## src/rtl/bound_flasher_pkg.sv

```systemverilog
// Shared constants and state encoding for the bound flasher blocks.
package bound_flasher_pkg;

  typedef enum logic [2:0] {
    ST_INITIAL  = 3'd0,
    ST_ON_0_5   = 3'd1,
    ST_OFF_5_0  = 3'd2,
    ST_ON_0_10  = 3'd3,
    ST_OFF_10_5 = 3'd4,
    ST_ON_5_15  = 3'd5,
    ST_OFF_15_0 = 3'd6,
    ST_ILLEGAL  = 3'd7
  } flasher_st_t;

  localparam int unsigned N_LAMP_DEFAULT = 16;

  // Lit-lamp counts at which lamps 5, 10 and 15 become the highest lit lamp.
  localparam int unsigned CNT_B5  = 6;
  localparam int unsigned CNT_B10 = 11;
  localparam int unsigned CNT_B15 = 16;

endpackage

```

## src/rtl/lamp_boundary_decode.sv

```systemverilog
// Combinational decode of the lit-lamp count into the boundary flags
// consumed by the flasher next-state logic.
module lamp_boundary_decode
  import bound_flasher_pkg::*;
#(
  parameter int unsigned CNT_W = 5
) (
  input  logic [CNT_W-1:0] lit_cnt,
  output logic             reach_off,
  output logic             reach_5,
  output logic             reach_10,
  output logic             reach_15
);

  always_comb begin
    reach_off = (lit_cnt == '0);
    reach_5   = (lit_cnt == CNT_W'(CNT_B5));
    reach_10  = (lit_cnt == CNT_W'(CNT_B10));
    reach_15  = (lit_cnt == CNT_W'(CNT_B15));
  end

endmodule

```

## src/rtl/lamp_shift_driver.sv

```systemverilog
// Thermometer lamp driver: fills in ON states, drains in OFF states.
// Optional state/invariant checking enabled by LAMP_DRIVER_STATE_CHECK_EN.
module lamp_shift_driver
  import bound_flasher_pkg::*;
#(
  parameter int unsigned N_LAMP = N_LAMP_DEFAULT,
  parameter int unsigned CNT_W  = $clog2(N_LAMP + 1)
) (
  input  logic              div_clk,
  input  logic              rst,
  input  logic [2:0]        cur_st,
  output logic [N_LAMP-1:0] lamp,
  output logic [CNT_W-1:0]  lit_cnt,
  output logic              reach_off,
  output logic              reach_5,
  output logic              reach_10,
  output logic              reach_15,
  output logic              st_err
);

  flasher_st_t st;
  assign st = flasher_st_t'(cur_st);

  always_ff @(posedge div_clk or posedge rst) begin
    if (rst) begin
      lamp    <= '0;
      lit_cnt <= '0;
    end else begin
      case (st)
        ST_INITIAL: begin
          lamp    <= '0;
          lit_cnt <= '0;
        end
        ST_ON_0_5, ST_ON_0_10, ST_ON_5_15: begin
          if (lit_cnt < CNT_W'(N_LAMP)) begin
            lamp    <= {lamp[N_LAMP-2:0], 1'b1};
            lit_cnt <= lit_cnt + 1'b1;
          end
        end
        ST_OFF_5_0, ST_OFF_10_5, ST_OFF_15_0: begin
          if (lit_cnt != '0) begin
            lamp    <= lamp >> 1;
            lit_cnt <= lit_cnt - 1'b1;
          end
        end
        default: begin
          lamp    <= lamp;
          lit_cnt <= lit_cnt;
        end
      endcase
    end
  end

  lamp_boundary_decode #(
    .CNT_W(CNT_W)
  ) u_decode (
    .lit_cnt  (lit_cnt),
    .reach_off(reach_off),
    .reach_5  (reach_5),
    .reach_10 (reach_10),
    .reach_15 (reach_15)
  );

`ifdef LAMP_DRIVER_STATE_CHECK_EN
  localparam logic [N_LAMP-1:0] ONE = N_LAMP'(1);

  // Shift overflows to zero at full count, so the subtraction still yields all ones.
  logic [N_LAMP-1:0] therm;
  assign therm = (ONE << lit_cnt) - ONE;

  always_ff @(posedge div_clk or posedge rst) begin
    if (rst) begin
      st_err <= 1'b0;
    end else if ((st == ST_ILLEGAL) || (lamp != therm)) begin
      st_err <= 1'b1;
    end
  end
`else
  assign st_err = 1'b0;
`endif

endmodule

```

## config.mk

```make
export PLATFORM = sky130hd
export DESIGN_NAME = lamp_shift_driver
export DESIGN_NICKNAME = d
export VERILOG_FILES = /design/src/rtl/bound_flasher_pkg.sv /design/src/rtl/lamp_boundary_decode.sv /design/src/rtl/lamp_shift_driver.sv
export SDC_FILE = /design/constraint.sdc
export NUM_CORES = 1
export LEC_CHECK = 0
export CAP_MARGIN = 20
export CORE_MARGIN = 5
export CORE_UTILIZATION = 30
export CTS_CLUSTER_DIAMETER = 30
export DETAILED_ROUTE_END_ITERATION = 10
export GPL_TIMING_DRIVEN = 0
export SETUP_SLACK_MARGIN = 0.3
export SLEW_MARGIN = 10
export SYNTH_ARGS = -nofsm -noshare
export SYNTH_HDL_FRONTEND = slang
export SYNTH_HIERARCHICAL = 1
export SYNTH_SLANG_ARGS = --single-unit
```

## constraint.sdc

```tcl
create_clock -name div_clk -period 4.1 [get_ports div_clk]
set_input_delay 1.025 -clock div_clk [delete_from_list [all_inputs] [get_ports div_clk]]
set_output_delay 1.025 -clock div_clk [all_outputs]
set_load 0.05 [all_outputs]
```

==> impl_metrics.ini <==
[die]
die_h_um = 72.2
die_w_um = 72.2
die-area_mm2 = 0.00521
rows = 22
start_util_pct = 31.2
io_pins = 31
core_area_mm2 = 0.00372

[worst_setup_path]
cp-startpoint = cur_st[0]
reg2reg_from = lit_cnt[1]$_DFFE_PP0P_
critical_path_class = input pin to register
crit_family = buffers and inverters
crit_slowest_cell = clkdlybuf4s50_1
cp_slowest_stage_delay_ns = 0.42
worst_setup_path_end_kind = register
cp_cell_sequence = clkdlybuf4s50_1 -> o21ba_1 -> buf_6 -> clkbuf_1 -> ha_1 -> or2_2 -> a21oi_1 -> nor3b_1 -> o31ai_2 -> o31ai_1
worstPathMaxFanout = 11
cp_data_arrival_time_ns = 3.60
critPathBufInv = 3
crit_required_ns = 4.24
crit_path_start_kind = input pin

[yosys]
synthTopCellsByArea = dfrtp_1, nor2_1, a221oi_1
ys_ff_latch = 21
synth_area_per_cell_um2 = 9.44
synth.cell_area_mm2 = 0.00116
synth_top_area_share_pct = 45.3
synth_nets = 131
yosys.area.top_type = dfrtp_1
synth_cell_type_count = 34
seq_area_frac_synth_pct = 45.3
yosys_warnings = 6
postSynthCellCount = 123

[timing]
fin_crit_sh_pct = 84.4
fmax_mhz = 289
slew_viol_final = 0
clock_skew_ns = 0.00132
setup_viol = 0
hold_violations = 0
setup_tns_ns = 0
grt_setup_unrepaired = no
fin_crit_ns = 3.46
timing_worst_slew_pin_value_ns = 0.795
relSlewSlack_pct = 46.9

[detailed_routing]
first_iter_violations = 47
wire_per_inst_um = 13.9
route.vias.total = 1044
firstDrtPassIters = 4
routed_wl_um = 2830
drtAntennaViolNets = 0
drcViolationCount = 0
vias_per_cell = 5.12

[flow_run]
cap_violations = 0

[hold_path]
hp-start = lamp[15]$_DFFE_PP0P_
hold_class = register to register

[cts]
cts.repair.resized = 0
htree_levels = 1
cts_buffer_depth = 2
cts_setup_buffers = 0
cts_buffers = 3
postCtsHoldBufs = 0
cts_sinks = 21
path_clk_slew_ns = 0.07
clk_latency_ns = 0.26
root_buffer = clkbuf_8
cts_tree = done

[layout]
antenna-diode-count = 0
drive_gt1_share_pct = 8.97
nNetsFinal = 165
area_growth_pct = 34.1

[grt]
grt_util_all_layers_pct = 11.8
antenna_found_initial = 0
grt_pass1_wl_um = 4930
grt_overflow = 0
grt_pass1_vias = 1042
grt_max_degree = 22

[placed_design]
dp_hpwl_um = 2060
io_buffers = 29
gp_congestion = 0.793

[status]
status = finished, final reports clean
## cell families after synthesis
group | synth area share [%]
adder cells (fa/ha/maj) | 4.10
flip-flops | 45.3
AND/OR/NAND/NOR | 19.3
other | 0.323
buffers and inverters | 4.74
AO/OA/AOI/OAI | 24.0
XOR/XNOR | 2.26
## worst register-to-register path: cells and delay by family (launching register included)
family | cells | cell delay (ns)
AOI/OAI and AO/OA | 3 | 0.74
and+or+nand+nor | 1 | 0.11
adders and majority gates | 1 | 0.26
xor gates and xnor gates | 1 | 0.22
DFF | 1 | 0.51
## routing by layer
layer	GRT usage (%)	part of all wire, %
met5	0	0
met4	4.80	1.3
met3	3.05	6.9
met2	18.2	45
met1	15.6	46
## synth_stat cells, drive strengths merged
cell type	instances
nor2	34
dfrtp	21
a221oi	14
nand2	6
buf	5
o21ai	5
a21oi	4
clkbuf	4
ha	3
nor3	3
a22o	2
nor3b	2
o31ai	2
xor2	2
a2111oi	1
a21boi	1
a31o	1
a31oi	1
conb	1
inv	1
maj3	1
nand3	1
nand4b	1
nor2b	1
nor4	1
o21a	1
o21ba	1
or2	1
or3	1
xnor2	1
## final cells by class
cell class	instances	area (um2)
Buffer	9	51.3
Clock buffer	4	45.0
Fill cell	383	2160
Inverter	1	3.75
Multi-Input combinational cell	92	581
Sequential cell	21	526
Tap cell	48	60.1
Timing Repair Buffer	29	290
## metrics by stage
step | area, um2 | hold WS (ns) | std cells | setup slack, ns | utilization [%]
6_report | 1560 | 0.528 | 204 | 0.640 | 41.9
4_1_cts | 1560 | 0.532 | 204 | 0.635 | 41.9
3_5_place_dp | 1510 | 0.510 | 200 | 0.367 | 40.7
2_1_floorplan | 1160 | 0.747 | 123 | 0.733 | -
3_3_place_gp | 1510 | 0.503 | 200 | 0.435 | 40.7
5_1_grt | 1560 | 0.554 | 204 | 0.488 | 41.9
## path summary, 6_finish.rpt
| check | endpoint | slack, ns | depth (start not counted) |
|---|---|---|---|
| setup / recovery | lit_cnt[4]$_DFFE_PP0P_ | 0.64 | 10 |
| hold / removal | lamp[15]$_DFFE_PP0P_ | 0.53 | 2 |
| setup reg to reg | lit_cnt[4]$_DFFE_PP0P_ | 2.14 | 6 |
| hold reg to reg | lamp[15]$_DFFE_PP0P_ | 0.53 | 2 |
| max in group asynchronous | lamp[12]$_DFFE_PP0P_ | 2.39 | 2 |
| min in group asynchronous | lit_cnt[2]$_DFFE_PP0P_ | 1.22 | 2 |
## registers in the layout, summed over array words and instances, names as in the netlist
register  count
lit_cnt       5
lamp         16
## cell usage in the layout (no fill, tap or decap), drive strengths merged
cell type / synthesis / final
xnor2: 1 / 1
a2111oi: 1 / 1
o31ai: 2 / 2
nor2b: 1 / 1
nor3: 3 / 3
nor3b: 2 / 2
a31o: 1 / 1
a22o: 2 / 2
xor2: 2 / 2
a21oi: 4 / 4
o21ai: 5 / 5
ha: 3 / 3
nand2: 6 / 6
inv: 1 / 1
o21ba: 1 / 1
dfrtp: 21 / 21
clkdlybuf4s50: 0 / 29
or3: 1 / 1
nor4: 1 / 1
a31oi: 1 / 1
buf: 5 / 5
nand3: 1 / 1
nand4b: 1 / 1
clkbuf: 4 / 8
a221oi: 14 / 14
o21a: 1 / 1
or2: 1 / 1
maj3: 1 / 1
nor2: 34 / 34
conb: 1 / 1
a21boi: 1 / 1
Power is not shown: default switching activity piles up to over one toggle a cycle in this logic, so the estimate is an artifact.
